===== src/rtl/truth_sweep_pkg.sv =====
// -----------------------------------------------------------------------------
// truth_sweep_pkg
// Shared types and helpers for the truth_table_sweeper block.
//   state_t     : sweeper FSM states (IDLE, SWEEP, DONE)
//   MAX_N_IN    : largest supported number of function inputs
//   MAX_MASK_W  : term-mask width at MAX_N_IN
//   term_value  : f(idx) = mask[idx] XOR mode, used by the lookup and stream paths
// -----------------------------------------------------------------------------
package truth_sweep_pkg;

  typedef enum logic [1:0] {
    IDLE  = 2'd0,
    SWEEP = 2'd1,
    DONE  = 2'd2
  } state_t;

  localparam int MAX_N_IN   = 6;
  localparam int MAX_MASK_W = 1 << MAX_N_IN;

  // mode = 0: listed terms are minterms (give 1); mode = 1: listed terms are
  // maxterms (give 0). Callers zero-extend narrower masks/indices.
  function automatic logic term_value(input logic [MAX_MASK_W-1:0] mask,
                                      input logic [MAX_N_IN-1:0]   idx,
                                      input logic                  mode);
    return mask[idx] ^ mode;
  endfunction

endpackage


===== src/rtl/truth_table_sweeper_if.sv =====
// -----------------------------------------------------------------------------
// truth_table_sweeper_if
// Command, lookup and stream signals of the truth_table_sweeper.
//   master : the user side (drives load/mask_in/mode/start/eval_in/out_ready)
//   slave  : the sweeper (drives eval_out, stream beat, busy/done, ones_count)
// Parameter N_IN: number of function inputs (1..6).
// -----------------------------------------------------------------------------
interface truth_table_sweeper_if #(
  parameter int N_IN = 3
) ();
  logic                   load;
  logic [(1<<N_IN)-1:0]   mask_in;
  logic                   mode;
  logic                   start;
  logic [N_IN-1:0]        eval_in;
  logic                   eval_out;
  logic                   out_valid;
  logic                   out_ready;
  logic [N_IN-1:0]        out_idx;
  logic                   out_bit;
  logic                   busy;
  logic                   done;
  logic [N_IN:0]          ones_count;

  modport master (
    output load, mask_in, mode, start, eval_in, out_ready,
    input  eval_out, out_valid, out_idx, out_bit, busy, done, ones_count
  );

  modport slave (
    input  load, mask_in, mode, start, eval_in, out_ready,
    output eval_out, out_valid, out_idx, out_bit, busy, done, ones_count
  );
endinterface


===== src/rtl/truth_lut.sv =====
// -----------------------------------------------------------------------------
// truth_lut
// Holds the term mask and mode registers and evaluates the function.
//   clk, rst       : clock, synchronous active-high reset
//   i_we           : write mask/mode (qualified by the FSM: IDLE only)
//   i_mask, i_mode : new term mask / mode (0 = SoP, 1 = PoS)
//   i_eval_in      : lookup input -> o_eval_out, registered (1-cycle latency)
//   i_stream_idx   : sweep index  -> o_stream_bit, combinational from registers
// -----------------------------------------------------------------------------
module truth_lut
  import truth_sweep_pkg::*;
#(
  parameter int N_IN = 3
) (
  input  logic                 clk,
  input  logic                 rst,
  input  logic                 i_we,
  input  logic [(1<<N_IN)-1:0] i_mask,
  input  logic                 i_mode,
  input  logic [N_IN-1:0]      i_eval_in,
  input  logic [N_IN-1:0]      i_stream_idx,
  output logic                 o_eval_out,
  output logic                 o_stream_bit
);

  logic [(1<<N_IN)-1:0]  r_mask;
  logic                  r_mode;
  logic                  r_eval_out;
  logic [MAX_MASK_W-1:0] w_mask_ext;

  assign w_mask_ext = MAX_MASK_W'(r_mask);

  // NOTE: the mask is a small register bank, not a RAM, so it is reset; this
  // makes f identically 0 after rst instead of leaving it undefined.
  always_ff @(posedge clk) begin
    if (rst) begin
      r_mask     <= '0;
      r_mode     <= 1'b0;
      r_eval_out <= 1'b0;
    end else begin
      // NOTE: non-blocking assignments, so the lookup below sees the mask as it
      // was before a write on this same edge.
      if (i_we) begin
        r_mask <= i_mask;
        r_mode <= i_mode;
      end
      r_eval_out <= term_value(w_mask_ext, MAX_N_IN'(i_eval_in), r_mode);
    end
  end

  assign o_eval_out   = r_eval_out;
  assign o_stream_bit = term_value(w_mask_ext, MAX_N_IN'(i_stream_idx), r_mode);

endmodule


===== src/rtl/truth_table_sweeper.sv =====
// -----------------------------------------------------------------------------
// truth_table_sweeper
// Programmable N_IN-input Boolean function with a truth-table sweep stream.
//   clk, rst : clock, synchronous active-high reset
//   bus      : truth_table_sweeper_if.slave (commands, lookup, stream, status)
// Build option TRUTH_SWEEP_COUNT_EN: when defined, ones_count accumulates the
// number of 1 beats of the last sweep; when undefined it is tied to 0.
// -----------------------------------------------------------------------------
module truth_table_sweeper
  import truth_sweep_pkg::*;
#(
  parameter int N_IN = 3
) (
  input  logic                   clk,
  input  logic                   rst,
  truth_table_sweeper_if.slave   bus
);

  state_t          r_state;
  state_t          w_next_state;
  logic [N_IN-1:0] r_idx;
  logic            w_lut_we;
  logic            w_start_sweep;
  logic            w_xfer;
  logic            w_last;
  logic            w_stream_bit;
  logic [N_IN:0]   w_ones_count;

  truth_lut #(.N_IN(N_IN)) u_lut (
    .clk          (clk),
    .rst          (rst),
    .i_we         (w_lut_we),
    .i_mask       (bus.mask_in),
    .i_mode       (bus.mode),
    .i_eval_in    (bus.eval_in),
    .i_stream_idx (r_idx),
    .o_eval_out   (bus.eval_out),
    .o_stream_bit (w_stream_bit)
  );

  assign w_xfer = (r_state == SWEEP) && bus.out_ready;
  assign w_last = &r_idx;

  always_ff @(posedge clk) begin
    if (rst) r_state <= IDLE;
    else     r_state <= w_next_state;
  end

  // NOTE: every output of this block gets a default first, so no path through
  // the case can leave one unassigned and infer a latch.
  always_comb begin
    w_next_state  = r_state;
    w_lut_we      = 1'b0;
    w_start_sweep = 1'b0;
    unique case (r_state)
      IDLE: begin
        w_lut_we      = bus.load;
        w_start_sweep = bus.start;
        if (bus.start) w_next_state = SWEEP;
      end
      SWEEP:   if (w_xfer && w_last) w_next_state = DONE;
      DONE:    w_next_state = IDLE;
      default: w_next_state = IDLE;
    endcase
  end

  // The index wraps to 0 on the final transfer, ready for the next sweep.
  always_ff @(posedge clk) begin
    if (rst)                r_idx <= '0;
    else if (w_start_sweep) r_idx <= '0;
    else if (w_xfer)        r_idx <= r_idx + 1'b1;
  end

`ifdef TRUTH_SWEEP_COUNT_EN
  logic [N_IN:0] r_ones_count;

  // At most 2^N_IN beats of one bit each, so N_IN+1 bits cannot overflow.
  always_ff @(posedge clk) begin
    if (rst)                r_ones_count <= '0;
    else if (w_start_sweep) r_ones_count <= '0;
    else if (w_xfer)        r_ones_count <= r_ones_count + {{N_IN{1'b0}}, w_stream_bit};
  end

  assign w_ones_count = r_ones_count;
`else
  assign w_ones_count = '0;
`endif

  assign bus.out_valid  = (r_state == SWEEP);
  assign bus.out_idx    = r_idx;
  assign bus.out_bit    = (r_state == SWEEP) & w_stream_bit;
  assign bus.busy       = (r_state != IDLE);
  assign bus.done       = (r_state == DONE);
  assign bus.ones_count = w_ones_count;

endmodule


===== src/flat_wrapper.sv =====
// flat-port wrapper written by rule: the top's interface ports become plain ports
module truth_table_sweeper_flat import truth_sweep_pkg::*;
#(
  parameter int N_IN = 3
)
  (clk, rst, bus_load, bus_mask_in, bus_mode, bus_start, bus_eval_in, bus_out_ready, bus_eval_out, bus_out_valid, bus_out_idx, bus_out_bit, bus_busy, bus_done, bus_ones_count);
  truth_table_sweeper_if #(.N_IN(N_IN)) bus_i ();
  input  logic clk;
  input  logic rst;
  input wire logic [$bits(bus_i.load)-1:0] bus_load;
  input wire logic [$bits(bus_i.mask_in)-1:0] bus_mask_in;
  input wire logic [$bits(bus_i.mode)-1:0] bus_mode;
  input wire logic [$bits(bus_i.start)-1:0] bus_start;
  input wire logic [$bits(bus_i.eval_in)-1:0] bus_eval_in;
  input wire logic [$bits(bus_i.out_ready)-1:0] bus_out_ready;
  output wire logic [$bits(bus_i.eval_out)-1:0] bus_eval_out;
  output wire logic [$bits(bus_i.out_valid)-1:0] bus_out_valid;
  output wire logic [$bits(bus_i.out_idx)-1:0] bus_out_idx;
  output wire logic [$bits(bus_i.out_bit)-1:0] bus_out_bit;
  output wire logic [$bits(bus_i.busy)-1:0] bus_busy;
  output wire logic [$bits(bus_i.done)-1:0] bus_done;
  output wire logic [$bits(bus_i.ones_count)-1:0] bus_ones_count;
  assign bus_i.load = bus_load;
  assign bus_i.mask_in = bus_mask_in;
  assign bus_i.mode = bus_mode;
  assign bus_i.start = bus_start;
  assign bus_i.eval_in = bus_eval_in;
  assign bus_i.out_ready = bus_out_ready;
  assign bus_eval_out = bus_i.eval_out;
  assign bus_out_valid = bus_i.out_valid;
  assign bus_out_idx = bus_i.out_idx;
  assign bus_out_bit = bus_i.out_bit;
  assign bus_busy = bus_i.busy;
  assign bus_done = bus_i.done;
  assign bus_ones_count = bus_i.ones_count;
  truth_table_sweeper #(.N_IN(N_IN)) u_core (.clk(clk), .rst(rst), .bus(bus_i));
endmodule

===== config.mk =====
export PLATFORM = sky130hd
export DESIGN_NAME = truth_table_sweeper_flat
export DESIGN_NICKNAME = d
export VERILOG_FILES = /design/src/rtl/truth_sweep_pkg.sv /design/src/rtl/truth_table_sweeper_if.sv /design/src/rtl/truth_lut.sv /design/src/rtl/truth_table_sweeper.sv /design/src/flat_wrapper.sv
export SDC_FILE = /design/constraint.sdc
export NUM_CORES = 1
export LEC_CHECK = 0
export ABC_AREA = 1
export CAP_MARGIN = 40
export CORE_MARGIN = 2
export CORE_UTILIZATION = 46
export CTS_CLUSTER_DIAMETER = 40
export DETAILED_ROUTE_END_ITERATION = 10
export PLACE_DENSITY = 0.92
export SYNTH_ARGS = -nofsm -noshare
export SYNTH_HDL_FRONTEND = slang
export SYNTH_SLANG_ARGS = --single-unit

===== constraint.sdc =====
create_clock -name clk -period 2.9 [get_ports clk]
set_input_delay 0.87 -clock clk [delete_from_list [all_inputs] [get_ports clk]]
set_output_delay 0.87 -clock clk [all_outputs]
set_load 0.01 [all_outputs]

# Yosys cells after proc, flatten, opt, wreduce, memory -nomap -nowiden
# Index checks and enable logic that the tools add are counted.
# word_totals
reg_bits	15
wordCells	31
in_bits	17
out_inout_bits	12
# op_classes
bitwise	3
n_lt_le_gt_ge	2
add_sub_neg	1
n_eq_ne	4
muxes	9
n_reduce_logical	7
# ops
op	count
$lt A3 B7 Y1 const B	2
$bmux W1 S3	2
$mux W1	4
$mux W2	2
$pmux W2 S2	1
$add A3 B1 Y3 const B	1
$reduce_and A3 Y1	1
$eq A2 B1 Y1 const B	1
$eq A2 B2 Y1 const B	1
$logic_and A1 B1 Y1	2
$logic_not A2 Y1	1
$ne A2 B1 Y1 const B	1
$ne A2 B2 Y1 const B	1
$reduce_and A2 Y1	1
$reduce_bool A2 Y1	1
$reduce_or A2 Y1	1
$xor A1 B1 Y1	2
$and A1 B1 Y1	1

# Logic depth before layout (Yosys ltp)
# Gate-level depths: netlist (run 1).
# depth
word_depth	5
ltp_mapped	8
depth_no_buf	8

# Cells and area by module
# Synthesis (run 1) repeated with hierarchy kept, for this count alone.
# unflattened
cells_unflattened	123
area_unflattened_um2	847.1
# modules_own_cells
mod	area_per_inst_um2	cells_each	seq_area_each_um2	instances
truth_lut	533.0	82	200.2	1
truth_table_sweeper	314.1	41	100.1	1

# Worst setup path after synthesis (run 1)
# OpenSTA, ideal clock, no wires.
# synth_path
kind	register -> output
startpoint	register u_core.r_idx[0], in the netlist u_core.bus.out_idx[0]
endpoint	output bus_out_bit
arrival_ns	1.060
required_ns	2.030
path_slack_ns	0.970
path_stages_with_launch	9
n_path_buf	0
cell_sequence	dfxtp_1 > inv_2 > nand2_1 > nand3_1 > nand3_1 > nand2_1 > nand2_1 > nand2_1 > nor2_1
# synth_via
elab_chain_cells	4
# synth_lines
item	line	source
start: declaration	truth_table_sweeper.sv:21	logic [N_IN-1:0] r_idx;
start signal: assignment	truth_table_sweeper.sv:71	else if (w_xfer) r_idx <= r_idx + 1'b1;
$bmux W1 S3	truth_sweep_pkg.sv:25	return mask[idx] ^ mode;
$mux W1 (not written as such)	truth_sweep_pkg.sv:25	
$xor A1 B1 Y1	truth_sweep_pkg.sv:25	
$and A1 B1 Y1	truth_table_sweeper.sv:91	assign bus.out_bit = (r_state == SWEEP) & w_stream_bit;
end: declaration	flat_wrapper.sv:19	output wire logic [$bits(bus_i.out_bit)-1:0] bus_out_bit;
# Every way passes these cells. The select of a mux whose other input is x is not followed.

# Worst setup path in the final report (run 1)
# Same ends and word-level chain as after synthesis.

==> metrics, run 1 <==
status=complete, no violations; Antenna Cells=0; Synth Area in Adders=0.0312; final cell count without fillers=157; CP required=2.03 ns; DIE AREA=approximately 0.0021 mm2; fmax=373 MHz; Final HPWL DP=around 1300 um; crit path cell chain=inv_2 > nand2_1 > nand3_1 > nand3_1 > nand2_1 > nand2_1 > nand2_1 > nor2_1 > clkdlybuf4s50_1; Min-Delay Path Depth=2; leading area contributor after synthesis=dfxtp_1; gr usage total=0.178; post-synthesis xor/xnor area fraction=0; critical path class=register to primary output; YS warnings=0; RSZ-0062 raised after global routing=no; setup_tns=0 ns; layout net count=160; drt drc=0; Netlist cell types=20; Max Slew Vio Count=0; # setup viols final=0; Avg Vias per Cell=between 5 and 6; routed wire length=roughly 1800 um; Avg Cell Area, Syn=6.97 um2; Root Driver=clkbuf_4; leakage power=0.479 nW; Reg2Reg Depth=4; mux contribution to synthesized area=0; clock sinks=15; met2 usage=0.293; chip width=around 46 um; gp weighted congestion=0.835; GRT Residual Overflow=0; Area contributors post-synth=dfxtp_1 (37%), nand2_1 (11%), inv_1 (8.4%), a21oi_1 (8.1%), nand3_1 (7.5%); PortBufs=24; share of cells above drive strength 1=0.0857; first-pass GRT wire length=2700 um; largest net degree at the start of global routing=19; CP Launch Type=register; Post-CTS Setup Repair Bufs=0; clk slew on worst S/H paths=0.09 ns; Period minus WS final=2.68 ns; hold slack=0.498 ns; Post-Synthesis Cells=between 100 and 150; Worst Hold Class=register to register; Setup Skew=0.00227 ns; initial antenna violation count=0; met3 usage=0.0238; met1 Use GR=0.226; largest fanout on the critical path=7; Area Growth Syn to Fin=32.0%; sequential area share after synthesis=0.374; most used cell, CP=nand2_1; Routed wire per std cell=roughly 11 um; Slowest-stage cell, CP=clkdlybuf4s50_1; CTS Buf Count=3; max_cap viols=0; clk buf depth=2; Power Dens Cells=433 mW/mm2; Clk Latency, worst-skew pair=0.28 ns; Core Area=0.00169 mm2; CP max stage delay=0.55 ns; vias in the first global route=651; post-synthesis simple-gate area fraction=0.273; worst path arrival time=roughly 1.8 ns; critical path endpoint category=primary output; CTS tree=yes; Die Ht=45.8 um; fin area=0.00106 mm2; via count=795; Synth top area share=0.374; Max IR drop VDD=between 0.3 and 0.4 mV; Layout Utilization=0.627; Compound-Gate Fraction of Synth Area=0.172; flops & latches, synth=15; ANT nets after route=0; dpl cell area=0.00103 mm2; Row Count=15; DRT Pass-1 Iters=4; Final Hold Vio Count=0; largest family of logic cells by synthesized area=simple AND/OR/NAND/NOR gates; DR iter-0 viols=21; Mapped Area=802 um2; Ports=29; initial core utilization=0.475; final cycle utilization of the critical path=0.924; placed cell count=153; CTS H-Tree Depth=1; gr busiest metal=met2
## cell usage after synthesis (all sizes together)
master	count
nand3	12
nand2	26
buf	6
conb	1
a21oi	14
ha	2
nor4	1
nand3b	1
dfxtp	15
inv	19
o21ai	12
nor2	6
## final cells by class
| class | instances | area (um2) |
|---|---|---|
| Multi-Input combinational cell | 78 | 397 |
| Timing Repair Buffer | 24 | 240 |
| Inverter | 19 | 71.3 |
| Fill cell | 144 | 631 |
| Sequential cell | 15 | 302 |
| Clock inverter | 1 | 5.00 |
| Clock buffer | 3 | 22.5 |
| Tap cell | 17 | 21.3 |
## power breakdown
| group | total, W | internal (W) | switching [W] |
|---|---|---|---|
| Sequential | 0.000228 | 0.000221 | 0.00000722 |
| Combinational | 0.000110 | 0.0000525 | 0.0000570 |
| Clock | 0.000120 | 0.0000512 | 0.0000692 |
## flip-flops by register name, indices dropped and copies added (netlist names)
| name | cells |
|---|---|
| u_core.bus.out_idx | 3 |
| u_core.u_lut.o_eval_out | 1 |
| u_core.r_state | 2 |
| u_core.u_lut.r_mask | 8 |
| u_core.u_lut.r_mode | 1 |
## routing by layer
| layer | up-vias | share of wire |
|---|---|---|
| met5 | - | 0 |
| met4 | 0 | 0.019 |
| met3 | 5 | 0.043 |
| met2 | 24 | 0.50 |
| met1 | 357 | 0.43 |
| li1 | 409 | - |
## what timing repair did
item / 4_1_cts / 5_1_grt
hold buffers: 0 / 0
resized for setup: 0 / 1
endpoints found under the setup margin: 0 / 1
## path summary, 6_finish.rpt
| kind | slack, ns | endpoint | start |
|---|---|---|---|
| max | 0.22 | bus_out_bit | u_core.bus.out_idx[0]$_SDFFE_PP0P_ |
| min | 0.50 | u_core.u_lut.r_mask[7]$_SDFFE_PP0P_ | u_core.u_lut.r_mask[7]$_SDFFE_PP0P_ |
| max reg2reg | 1.76 | u_core.bus.out_idx[2]$_SDFFE_PP0P_ | u_core.bus.out_idx[0]$_SDFFE_PP0P_ |
| min reg2reg | 0.50 | u_core.u_lut.r_mask[7]$_SDFFE_PP0P_ | u_core.u_lut.r_mask[7]$_SDFFE_PP0P_ |
## cell usage in the layout, fill, tap and decap left out, drive strengths merged
cell           netlist  layout
nand3               12      12
nor4                 1       1
inv                 19      19
nand3b               1       1
clkinv               0       1
clkdlybuf4s50        0      24
a21oi               14      14
conb                 1       4
dfxtp               15      15
o21ai               12      12
ha                   2       2
clkbuf               0       3
nand2               26      26
nor2                 6       6
## kinds of logic after synthesis
kind of cell             count (synthesis)
AO/OA/AOI/OAI                           26
flip-flops                              15
adder cells (fa/ha/maj)                  2
buffers and inverters                   25
other                                    1
AND/OR/NAND/NOR                         46
## critical path, delay by kind of cell (launching register included)
kind	cells	cell delay, ns
flops	1	0.39
buf+inv	2	0.63
simple gates	7	0.51
## through the flow
step | power (W) | setup WS, ns
floorplan | 0.000299 | 0.970
global placement | 0.000337 | 0.555
detailed placement | 0.000341 | 0.494
CTS | 0.000459 | 0.140
global route | 0.000483 | 0.0800
finish | 0.000458 | 0.221
Power figures use the tool's default switching activity.
==> run 2, diff against run 1 <==
--- a/config.mk
+++ b/config.mk
@@ -8,10 +8,11 @@
 export ABC_AREA = 1
 export CAP_MARGIN = 40
 export CORE_MARGIN = 2
-export CORE_UTILIZATION = 46
+export CORE_UTILIZATION = 39
 export CTS_CLUSTER_DIAMETER = 40
 export DETAILED_ROUTE_END_ITERATION = 10
-export PLACE_DENSITY = 0.92
+export PLACE_DENSITY = 0.84
+export RECOVER_POWER = 25
 export SYNTH_ARGS = -nofsm -noshare
 export SYNTH_HDL_FRONTEND = slang
 export SYNTH_SLANG_ARGS = --single-unit
==> constraint.sdc (replaced) <==
create_clock -name clk -period 2.4 [get_ports clk]
set_input_delay 0.72 -clock clk [delete_from_list [all_inputs] [get_ports clk]]
set_output_delay 0.72 -clock clk [all_outputs]
set_load 0.01 [all_outputs]
==> metrics, run 2 (synthesis gave the netlist of run 1 again) <==
leakage power=0.480 nW (was 0.479 nW); Hold EP=u_core.u_lut.r_mask[6]$_SDFFE_PP0P_ (was u_core.u_lut.r_mask[7]$_SDFFE_PP0P_); CP Launch Type=register (unchanged); clock sinks=15 (unchanged); PortBufs=24 (unchanged); overall power=0.000555 W (was 0.000458 W); metal2 WL=987 um (was 887 um); Crit Reg-Reg Endpoint=u_core.bus.out_idx[2]$_SDFFE_PP0P_ (unchanged); final cell count without fillers=167 (was 157); GRT Residual Overflow=0 (unchanged); Max Slew Vio Count=0 (unchanged); Power Dens Cells=520 mW/mm2 (was 433 mW/mm2); status=complete, no violations (unchanged); DR top layer=met4 (unchanged); Die Ht=49.4 um (was 45.8 um); Reg2Reg Depth=4 (unchanged); clk buf depth=2 (unchanged); CP required=1.68 ns (was 2.03 ns); Final Hold Vio Count=0 (unchanged); Avg Vias per Cell=4.81 (was 5.06); clk slew on worst S/H paths=0.09 ns (about the same); cts-stage hold buffer count=0 (unchanged); Top reg by flops=u_core.u_lut.r_mask (unchanged); critical path endpoint category=primary output (unchanged); setup_tns=0 ns (unchanged); fmax=453 MHz; CTS tree=yes (unchanged); Clk Latency, worst-skew pair=0.29 ns (was 0.28 ns); hold path start=u_core.u_lut.r_mask[6]$_SDFFE_PP0P_ (was u_core.u_lut.r_mask[7]$_SDFFE_PP0P_); R2R Setup Slk=1.23 ns (was 1.76 ns); commonest non-fill, non-tap cells in the layout=nand2_1 (24), clkdlybuf4s50_1 (21), inv_1 (18) (was nand2_1 (24), clkdlybuf4s50_1 (24), inv_1 (18)); share of cells above drive strength 1=0.0714 (was 0.0857); first-pass GRT wire length=3190 um (was 2700 um); largest net degree at the start of global routing=19 (unchanged); drt drc=0 (unchanged); fill count=194 (was 144); initial core utilization=0.413 (was 0.475); max reg flops=8 (unchanged); Worst Hold Class=register to register (unchanged); wire length on met3=77 um (was 75 um); chip width=49.4 um (was 45.8 um); vias in the first global route=748 (was 651); worst path arrival time=1.49 ns (was 1.81 ns); DRT Pass-1 Iters=4 (unchanged); Final HPWL DP=1480 um (was 1340 um); Period minus WS final=2.21 ns; gp weighted congestion=0.725 (was 0.835); critical path class=register to primary output (unchanged); Core Area=0.00194 mm2 (was 0.00169 mm2); layout net count=160 (unchanged); via count=803 (was 795); routed wire length=1860 um (was 1760 um); Root Driver=clkbuf_4 (unchanged); Antenna Cells=0 (unchanged); gr usage total=0.167 (was 0.178); initial antenna violation count=0 (unchanged); fin area=0.00107 mm2 (was 0.00106 mm2); Row Count=16 (was 15); final cycle utilization of the critical path=0.920; max_cap viols=0 (unchanged); RSZ-0062 raised after global routing=no (unchanged); DR iter-0 viols=9 (was 21); Min-Delay Path Depth=2 (unchanged); RR Startpoint=u_core.bus.out_idx[0]$_SDFFE_PP0P_ (unchanged); # setup viols final=0 (unchanged); placed cell count=163 (was 153); Ports=29 (unchanged); ANT nets after route=0 (unchanged); CTS Buf Count=3 (unchanged); dpl cell area=0.00104 mm2 (was 0.00103 mm2); DIE AREA=0.00244 mm2 (was 0.00209 mm2); Setup Skew=0.000420 ns (was 0.00227 ns); commonest non-fill, non-tap cell in the layout=nand2_1; largest fanout on the critical path=4 (was 7); M1 WL=771 um (was 761 um); Routed wire per std cell=11.2 um (about the same); CTS H-Tree Depth=1 (unchanged); Area Growth Syn to Fin=33.1% (was 32.0%); Max IR drop VDD=0.235 mV (was 0.326 mV)
-- run 2: changes by cell type in the layout (fill, tap and decap cells not counted), sizes merged --
cell	previous run	this run
clkinv	1	0
clkbuf	3	4
dlygate4sd2	0	1
clkdlybuf4s50	24	21
dlygate4sd3	0	2
-- run 2: how the worst max path moves through the flow --
| stage | startpoint | end | slack, ns |
|---|---|---|---|
| CTS | u_core.r_state[0]$_SDFFE_PP0P_ | bus_out_valid | 0.18 |
| global placement | u_core.bus.out_idx[0]$_SDFFE_PP0P_ | bus_out_bit | 0.21 |
| global route | u_core.bus.out_idx[0]$_SDFFE_PP0P_ | bus_out_bit | 0.08 |
| detailed placement | u_core.bus.out_idx[0]$_SDFFE_PP0P_ | bus_out_bit | 0.14 |
| floorplan | u_core.bus.out_idx[0]$_SDFFE_PP0P_ | bus_out_bit | 0.62 |
| finish | u_core.r_state[0]$_SDFFE_PP0P_ | bus_out_valid | 0.19 |
-- run 2: through the flow --
stage | utilization | hold slack [ns] | setup WS [ns]
2_1_floorplan | - | 0.449 | 0.620
4_1_cts | 0.552 | 0.497 | 0.179
3_5_place_dp | 0.537 | 0.482 | 0.138
6_report | 0.550 | 0.499 | 0.193
5_1_grt | 0.550 | 0.520 | 0.0831
3_3_place_gp | 0.537 | 0.483 | 0.208
-- run 2: layout make-up --
| cell class | count | area [um2] | share of cell area |
|---|---|---|---|
| Inverter | 19 | 71.3 | 0.0668 |
| Sequential cell | 15 | 304 | 0.285 |
| Multi-Input combinational cell | 78 | 393 | 0.368 |
| Clock buffer | 4 | 26.3 | 0.0246 |
| Timing Repair Buffer | 24 | 239 | 0.224 |
| Tap cell | 27 | 33.8 | 0.0317 |
-- run 2: report_power, final --
group / total, W / switching (W) / internal (W)
logic: 0.000130 / 0.0000690 / 0.0000615
clock network: 0.000150 / 0.0000852 / 0.0000647
registers: 0.000275 / 0.00000870 / 0.000266
-- run 2: per-layer routing --
metal | vias up | track usage
met1 | 372 | 0.188
li1 | 411 | -
met2 | 17 | 0.300
met3 | 3 | 0.0337
met5 | - | 0
met4 | 0 | 0.0714
-- run 2: repair_timing --
item	in CTS	in global routing
buffers inserted	0	0
gates resized for setup	3	0
endpoints found under the setup margin	1	0
-- run 2: worst max-delay path, cell delays in order, from the launching register on --
cell             delay [ns]
dfxtp_1                0.40
inv_1                  0.11
nor2_4                 0.14
clkdlybuf4s50_1        0.56
